==> src/rtl/mips_mem_master.sv <==
// CPU-side bus initiator: arbitrates data (priority) and fetch requests, one word transfer at a time.
// Latency: strobe one cycle after accept, done one cycle after the non-stalled strobe edge; waitrequest stretches BUS.
module mips_mem_master #(
    parameter logic [31:0] RESET_VECTOR = 32'hBFC00000
) (
    input  logic        clk,
    input  logic        reset,
    input  logic        fetch_req,
    input  logic [31:0] fetch_addr,
    output logic        fetch_done,
    output logic [31:0] fetch_instr,
    output logic        fetch_err,
    input  logic        data_req,
    input  logic        data_we,
    input  logic [1:0]  data_size,
    input  logic        data_signed,
    input  logic [31:0] data_addr,
    input  logic [31:0] data_wdata,
    output logic        data_done,
    output logic [31:0] data_rdata,
    output logic        data_err,
    output logic [31:0] address,
    output logic        read,
    output logic        write,
    output logic [3:0]  byteenable,
    output logic [31:0] writedata,
    input  logic        waitrequest,
    input  logic [31:0] readdata
);
    typedef enum logic [1:0] {IDLE, BUS, RESP} state_t;

    state_t      state;
    logic        cur_data;
    logic        cur_we;
    logic        cur_signed;
    logic [1:0]  cur_size;
    logic [1:0]  cur_lo;

    // Request selection in IDLE: data wins, a fetch behaves as an aligned word read.
    logic [31:0] sel_addr;
    logic [1:0]  sel_size;
    logic        sel_we;
    logic        sel_mis;
    logic [3:0]  sel_be;
    logic [31:0] sel_wd;

    always_comb begin
        sel_addr = data_req ? data_addr : fetch_addr;
        sel_size = data_req ? data_size : 2'b10;
        sel_we   = data_req & data_we;
        sel_mis  = 1'b0;
        sel_be   = 4'b1111;
        sel_wd   = data_wdata;
        case (sel_size)
            2'b00: begin
                sel_be = 4'b0001 << sel_addr[1:0];
                sel_wd = {4{data_wdata[7:0]}};
            end
            2'b01: begin
                sel_mis = sel_addr[0];
                sel_be  = sel_addr[1] ? 4'b1100 : 4'b0011;
                sel_wd  = {2{data_wdata[15:0]}};
            end
            default: sel_mis = |sel_addr[1:0];
        endcase
    end

    // Load lane extraction and extension from the live bus data.
    logic [31:0] rd_byte_sh;
    logic [31:0] rd_half_sh;
    logic [31:0] load_val;

    always_comb begin
        rd_byte_sh = readdata >> {cur_lo, 3'b000};
        rd_half_sh = readdata >> {cur_lo[1], 4'b0000};
        case (cur_size)
            2'b00:   load_val = {{24{cur_signed & rd_byte_sh[7]}}, rd_byte_sh[7:0]};
            2'b01:   load_val = {{16{cur_signed & rd_half_sh[15]}}, rd_half_sh[15:0]};
            default: load_val = readdata;
        endcase
    end

    logic unused_ok;
    assign unused_ok = ^RESET_VECTOR;

    always_ff @(posedge clk) begin
        if (reset) begin
            state       <= IDLE;
            read        <= 1'b0;
            write       <= 1'b0;
            address     <= '0;
            byteenable  <= '0;
            writedata   <= '0;
            fetch_done  <= 1'b0;
            fetch_err   <= 1'b0;
            fetch_instr <= '0;
            data_done   <= 1'b0;
            data_err    <= 1'b0;
            data_rdata  <= '0;
            cur_data    <= 1'b0;
            cur_we      <= 1'b0;
            cur_signed  <= 1'b0;
            cur_size    <= '0;
            cur_lo      <= '0;
        end else begin
            fetch_done <= 1'b0;
            fetch_err  <= 1'b0;
            data_done  <= 1'b0;
            data_err   <= 1'b0;
            case (state)
                IDLE: begin
                    if (data_req || fetch_req) begin
                        cur_data   <= data_req;
                        cur_we     <= sel_we;
                        cur_signed <= data_signed;
                        cur_size   <= sel_size;
                        cur_lo     <= sel_addr[1:0];
                        if (sel_mis) begin
                            state <= RESP;
                            if (data_req) begin
                                data_done  <= 1'b1;
                                data_err   <= 1'b1;
                                data_rdata <= '0;
                            end else begin
                                fetch_done  <= 1'b1;
                                fetch_err   <= 1'b1;
                                fetch_instr <= '0;
                            end
                        end else begin
                            state      <= BUS;
                            read       <= ~sel_we;
                            write      <= sel_we;
                            address    <= {sel_addr[31:2], 2'b00};
                            byteenable <= sel_be;
                            writedata  <= sel_we ? sel_wd : '0;
                        end
                    end
                end
                BUS: begin
                    if (!waitrequest) begin
                        read  <= 1'b0;
                        write <= 1'b0;
                        state <= RESP;
                        if (cur_data) begin
                            data_done <= 1'b1;
                            if (!cur_we) data_rdata <= load_val;
                        end else begin
                            fetch_done  <= 1'b1;
                            fetch_instr <= readdata;
                        end
                    end
                end
                RESP:    state <= IDLE;
                default: state <= IDLE;
            endcase
        end
    end
endmodule

==> config.mk <==
export PLATFORM = sky130hd
export DESIGN_NAME = mips_mem_master
export DESIGN_NICKNAME = d
export VERILOG_FILES = /design/src/rtl/mips_mem_master.sv
export SDC_FILE = /design/constraint.sdc
export NUM_CORES = 1
export LEC_CHECK = 0
export CAP_MARGIN = 10
export CORE_ASPECT_RATIO = 1.25
export CORE_UTILIZATION = 38
export CTS_CLUSTER_SIZE = 25
export DETAILED_ROUTE_END_ITERATION = 6
export HOLD_SLACK_MARGIN = 0.06
export PLACE_DENSITY = 0.73
export SLEW_MARGIN = 20
export SYNTH_ARGS = -nofsm -noshare
export SYNTH_HDL_FRONTEND = slang
export SYNTH_SLANG_ARGS = --single-unit
export TNS_END_PERCENT = 5
==> constraint.sdc <==
create_clock -name clk -period 4 [get_ports clk]
set_clock_uncertainty 0.2 [all_clocks]
set_input_delay 0.6 -clock clk [delete_from_list [all_inputs] [get_ports clk]]
set_output_delay 0.6 -clock clk [all_outputs]
set_load 0.01 [all_outputs]
**Word level (Yosys, flattened, before mapping)**

Index checks and enable logic that the tools add are counted.

- Flip-flop bits (word level): 145
- Input port bits: 137
- Output and inout port bits: 138
- Logic and storage cells: 95

- Equal/unequal tests: 12
- Shift operators: 3
- Multiplexer cells: 44
- Bitwise logic cells: 6
- Reductions and logical operators: 13

Operator list:

| kind | number |
|---|---|
| two-way mux 32 bit | 13 |
| case mux 32 bit (2 select lines) | 4 |
| right shift 32 x 5 -> 16 bit | 1 |
| right shift 32 x 5 -> 8 bit | 1 |
| != test 2 bit (second input constant) | 9 |
| two-way mux 1 bit | 15 |
| case mux 1 bit (2 select lines) | 5 |
| two-way mux 2 bit | 4 |
| case mux 4 bit (2 select lines) | 1 |
| AND reduction 7 bit | 1 |
| == test 2 x 1 -> 1 bit (second input constant) | 3 |
| zero test 2 bit | 3 |
| AND reduction 6 bit | 1 |
| two-way mux 4 bit | 1 |
| case mux 2 bit (2 select lines) | 1 |
| AND reduction 2 bit | 2 |
| AND reduction 4 bit | 1 |
| OR reduction 2 bit | 2 |
| left shift 1 x 2 -> 4 bit (first input constant) | 1 |
| bitwise AND 1 bit | 3 |
| inverter 1 bit | 3 |
| AND reduction 3 bit | 1 |
| nonzero test 2 bit | 1 |
| logical OR 1 bit | 1 |

**Logic depth before layout (Yosys ltp)**

- Depth after elaboration: 7
- Gate-level depth with buffers: 7
- Mapped depth without buffers: 4

**Worst setup path before layout**

Ideal clock, no wire load.

- Path kind: input to register
- Start point: input port data_size[1]
- End point: register data_rdata[27]
- Setup time: 0.123 ns
- Data arrival time: 2.006 ns
- Path slack: 1.671 ns
- Stages: 6
- Path buffers: 2
- Path through: clkbuf_1 nor2b_1 a221oi_1 a311oi_2 buf_2 a221o_2

- Word-level cells in the longest chain between the ends: 5
- Elaborated cells on any way between the ends: 6
- Those cells by class: eq/ne (2); mux (2); reduce/logical (2)

Ends and longest elaborated chain:

| what | RTL line | RTL |
|---|---|---|
| start, declared | 15 | `input logic [1:0] data_size,` |
| two-way mux 2 bit * | 49 | `sel_size = data_req ? data_size : 2'b10;` |
| == test 2 x 1 -> 1 bit or zero test 2 bit (tied branches) | 54 | `case (sel_size)` |
| case mux 1 bit (2 select lines) * | 54 |  |
| != test 2 bit (no source line) * | - |  |
| AND reduction 7 bit (no source line) * | - |  |
| end signal, assigned | 146 | `if (!cur_we) data_rdata <= load_val;` |
| end, declared | 20 | `output logic [31:0] data_rdata,` |

Every way passes the cells marked *; elsewhere a longest branch is shown, timed or not.
A chain may end at the register's enable or synchronous reset.

**Worst setup path in the final report**

- Start point: register cur_lo[1]
- End point: register data_rdata[27]

- Word-level cells in the longest chain between the ends: 7
- Elaborated cells on any way between the ends: 9
- Those cells by class: shift (2); mux (5); bitwise (2)

Ends and longest elaborated chain:

| what | RTL line | RTL |
|---|---|---|
| start, declared | 37 | `logic [1:0] cur_lo;` |
| start signal, assigned | 117 | `cur_lo <= sel_addr[1:0];` |
| right shift 32 x 5 -> 16 bit or right shift 32 x 5 -> 8 bit (tied branches) | 75, 74 |  |
| bitwise AND 1 bit, on equally long branches | 78, 77 |  |
| case mux 32 bit (2 select lines) * | 76 | `case (cur_size)` |
| two-way mux 32 bit * | 146 |  |
| two-way mux 32 bit * | 144 | `if (cur_data) begin` |
| two-way mux 32 bit * | 140 | `if (!waitrequest) begin` |
| case mux 32 bit (2 select lines) * | 110 | `case (state)` |

Every way passes the cells marked *; elsewhere a longest branch is shown, timed or not. The select of a mux whose other input is x is not followed.

==> impl_metrics.csv <==
group,metric,value,unit
final_layout,nets,1038,
final_layout,stdcell_count,1129,
timing,period_minus_slack,2.634,ns
synth,synth_top_cell_by_area,"dfxtp_1",
min_path,hold_class,"reg2reg",
synth,yosys_warnings,0,
placement,hpwl,14.13,mm
setup_path,reg2reg_from,"cur_lo[1]$_SDFFE_PP0P_",
global_routing,grt_max_degree,71,
placement,gp_congestion,0.8179,
route,drt_iter0_markers,370,
synth,synth_area_leaders,"dfxtp_1, a22o_1, mux2i_1",
global_routing,grt_pass1_vias,5957,
route,via_per_inst,5.365,
final_layout,final_common_cell,"clkdlybuf4s50_1",
synth,synthFlopType,"dfxtp_1",
timing,setup-violations-final,0,
route,drc,0,
run,cap_violations,0,
power,max-vdd-ir-drop,0.0002473,V
placement,dp.cells,1098,
setup_path,required,4.10,ns
route,dr_wl_met2,9.806,mm
synth,synth.ff_latch_count,145,
die,die-area,17270,um2
route,wirelength,19.74,mm
die,fp-row-count,52,
power,p_leak,3.522,nW
clocking,htreeDepth,4,
final_layout,layout_common_cells,"clkdlybuf4s50_1, dfxtp_1, o21ai_0",
clocking,clock_latency,0.42,ns
route,wl_met1,8.219,mm
route,wl_met3,1.224,mm
route,dr.pass1.iters,6,
synth,syn_inst,659,
clocking,cts_buffers,17,
setup_path,timing.rr.end,"data_rdata[27]$_SDFFE_PP0P_",
synth,syn-cell-area,6364,um2
setup_path,end_kind,"flop",
synth,synth_top_area_share,45.62,%
global_routing,grt_remaining_overflow,0,
clocking,clk_pin_slew,0.06,ns
final_layout,area_growth,54.84,%
placement,io_buffers,272,
die,io_pins,275,
min_path,min_from,"cur_signed$_SDFFE_PP0P_",
clocking,cts_sinks,145,
route,vias,6057,
synth,ys_seq_area_share,45.62,%
setup_path,worst_setup_path_start_kind,"flop",
setup_path,path_class,"reg2reg",
setup_path,startpoint,"cur_lo[1]$_SDFFE_PP0P_",
clocking,cts_resized,0,
timing,whs,0.2568,ns
timing,relSlewSlack,38.09,%
setup_path,worst-path-max-fanout,16,
clocking,cts_buffer_depth,2,
timing,finalCritPeriodShare,65.86,%
clocking,cts_tree,"built",
synth,yosysUniqueCellTypes,51,
min_path,holdPathStages,2,
timing,rsz0062_at_grt,"false",
global_routing,track_usage,23.34,%
synth,async_flop_share,0,%
outcome,outcome,"finished, final reports clean",
die,fp.dieW,117.7,um
die,start_util,39.12,%
die,fp.dieH,146.7,um
final_layout,diodes,0,
power,power_density,400.2,nW/um2
synth,synth_enable_flop_cells,0,
timing,drv_slew,0,
route,post_drt_wl_per_cell,17.49,um
global_routing,grt_pass1_wl,32.06,mm
route,ant_nets,0,
synth,syn_area_per_cell,9.656,um2
global_routing,grt_antenna_before_repair,0,
clocking,ctsHoldBuffers,0,
setup_path,arrival,2.74,ns
setup_path,r2r_setup_slack,1.37,ns
timing,tns,0,ns
min_path,hold_end,"cur_signed$_SDFFE_PP0P_",
clocking,post-cts-setup-buffers,0,
timing,fmax,379.6,MHz
die,core,16270,um2
setup_path,r2r_cells,5,
timing,hold_viol,0,
timing,tightestPinTransition,0.9265,ns
final_layout,drive_gt1_share,11.06,%
route,top_layer_used,"met4",
clocking,clockRootBuffer,"clkbuf_16",
cells by family after synthesis:
kind of cell / after synthesis / share of synthesized area (%)
AOI/OAI and AO/OA: 259 / 28.73
buffers and inverters: 70 / 4.778
DFF: 145 / 45.62
muxes: 57 / 9.457
other: 1 / 0.05893
and+or+nand+nor: 127 / 11.36
registers in the layout (all words and copies together), names as in the netlist:
signal and cells:
address 30, byteenable 4, cur_data 1, cur_lo 2, cur_signed 1, cur_size 2, cur_we 1, data_done 1
data_err 1, data_rdata 32, fetch_done 1, fetch_err 1, fetch_instr 32, read 1, state 2, write 1
writedata 32
per-layer routing:
layer	global-route usage [%]	vias to the layer above
li1	-	2970
met1	28.03	2838
met2	38.88	219
met3	5.820	30
met4	11.15	0
met5	0	-
where the power goes:
part / switching [mW] / leakage (nW) / internal (mW)
clock: 0.596 / 0.298 / 1.05
sequential: 0.0544 / 1.18 / 1.52
combinational: 0.362 / 2.05 / 0.367
area by class of cell:
| class | instances | area (um2) |
|---|---|---|
| clock buffers | 19 | 442.9 |
| clock inverters | 12 | 165.2 |
| fillers | 1443 | 6412 |
| inverters | 3 | 11.26 |
| multi-input cells | 445 | 3221 |
| flip-flops and latches | 145 | 2903 |
| well taps | 216 | 270.3 |
| repair buffers | 289 | 2840 |
worst max-delay path, stage by stage (launching register included):
cell	delay (ns)
dfxtp_1	0.69
mux2_2	0.44
a32oi_2	0.52
a2111oi_4	0.14
buf_4	0.22
a221o_2	0.30
per-stage QoR:
stage          total power, mW  utilization (%)  area [um2]  worst slack, ns
4_1_cts                  3.982            60.58        9853            1.360
6_report                 3.943            60.58        9853            1.366
2_1_floorplan            1.960                -        6367            1.671
3_5_place_dp             2.334            56.84        9245           0.9362
3_3_place_gp             2.328            56.84        9245            1.021
5_1_grt                  4.119            60.58        9853            1.164
how the worst max path moves through the flow:
stage,to,slack [ns],cells past startpoint
6_report,data_rdata[27]$_SDFFE_PP0P_,1.37,5
5_1_grt,writedata[18]$_SDFFE_PP0P_,1.16,5
4_1_cts,data_rdata[27]$_SDFFE_PP0P_,1.36,5
3_5_place_dp,writedata[16]$_SDFFE_PP0P_,0.94,5
3_3_place_gp,data_rdata[28]$_SDFFE_PP0P_,1.02,7
2_1_floorplan,data_rdata[27]$_SDFFE_PP0P_,1.67,6
cell usage after synthesis (15+ instances only):
master / instances
o21ai_0: 57
a211oi_1: 34
clkbuf_1: 39
mux2_2: 25
nor2_1: 22
buf_2: 15
o31ai_1: 16
mux2i_1: 32
nand4_1: 16
nor2b_1: 36
o21a_1: 15
a22o_1: 37
a21oi_1: 55
dfxtp_1: 145
nand2b_1: 15
Note: power is estimated with default switching activity, not from simulation.
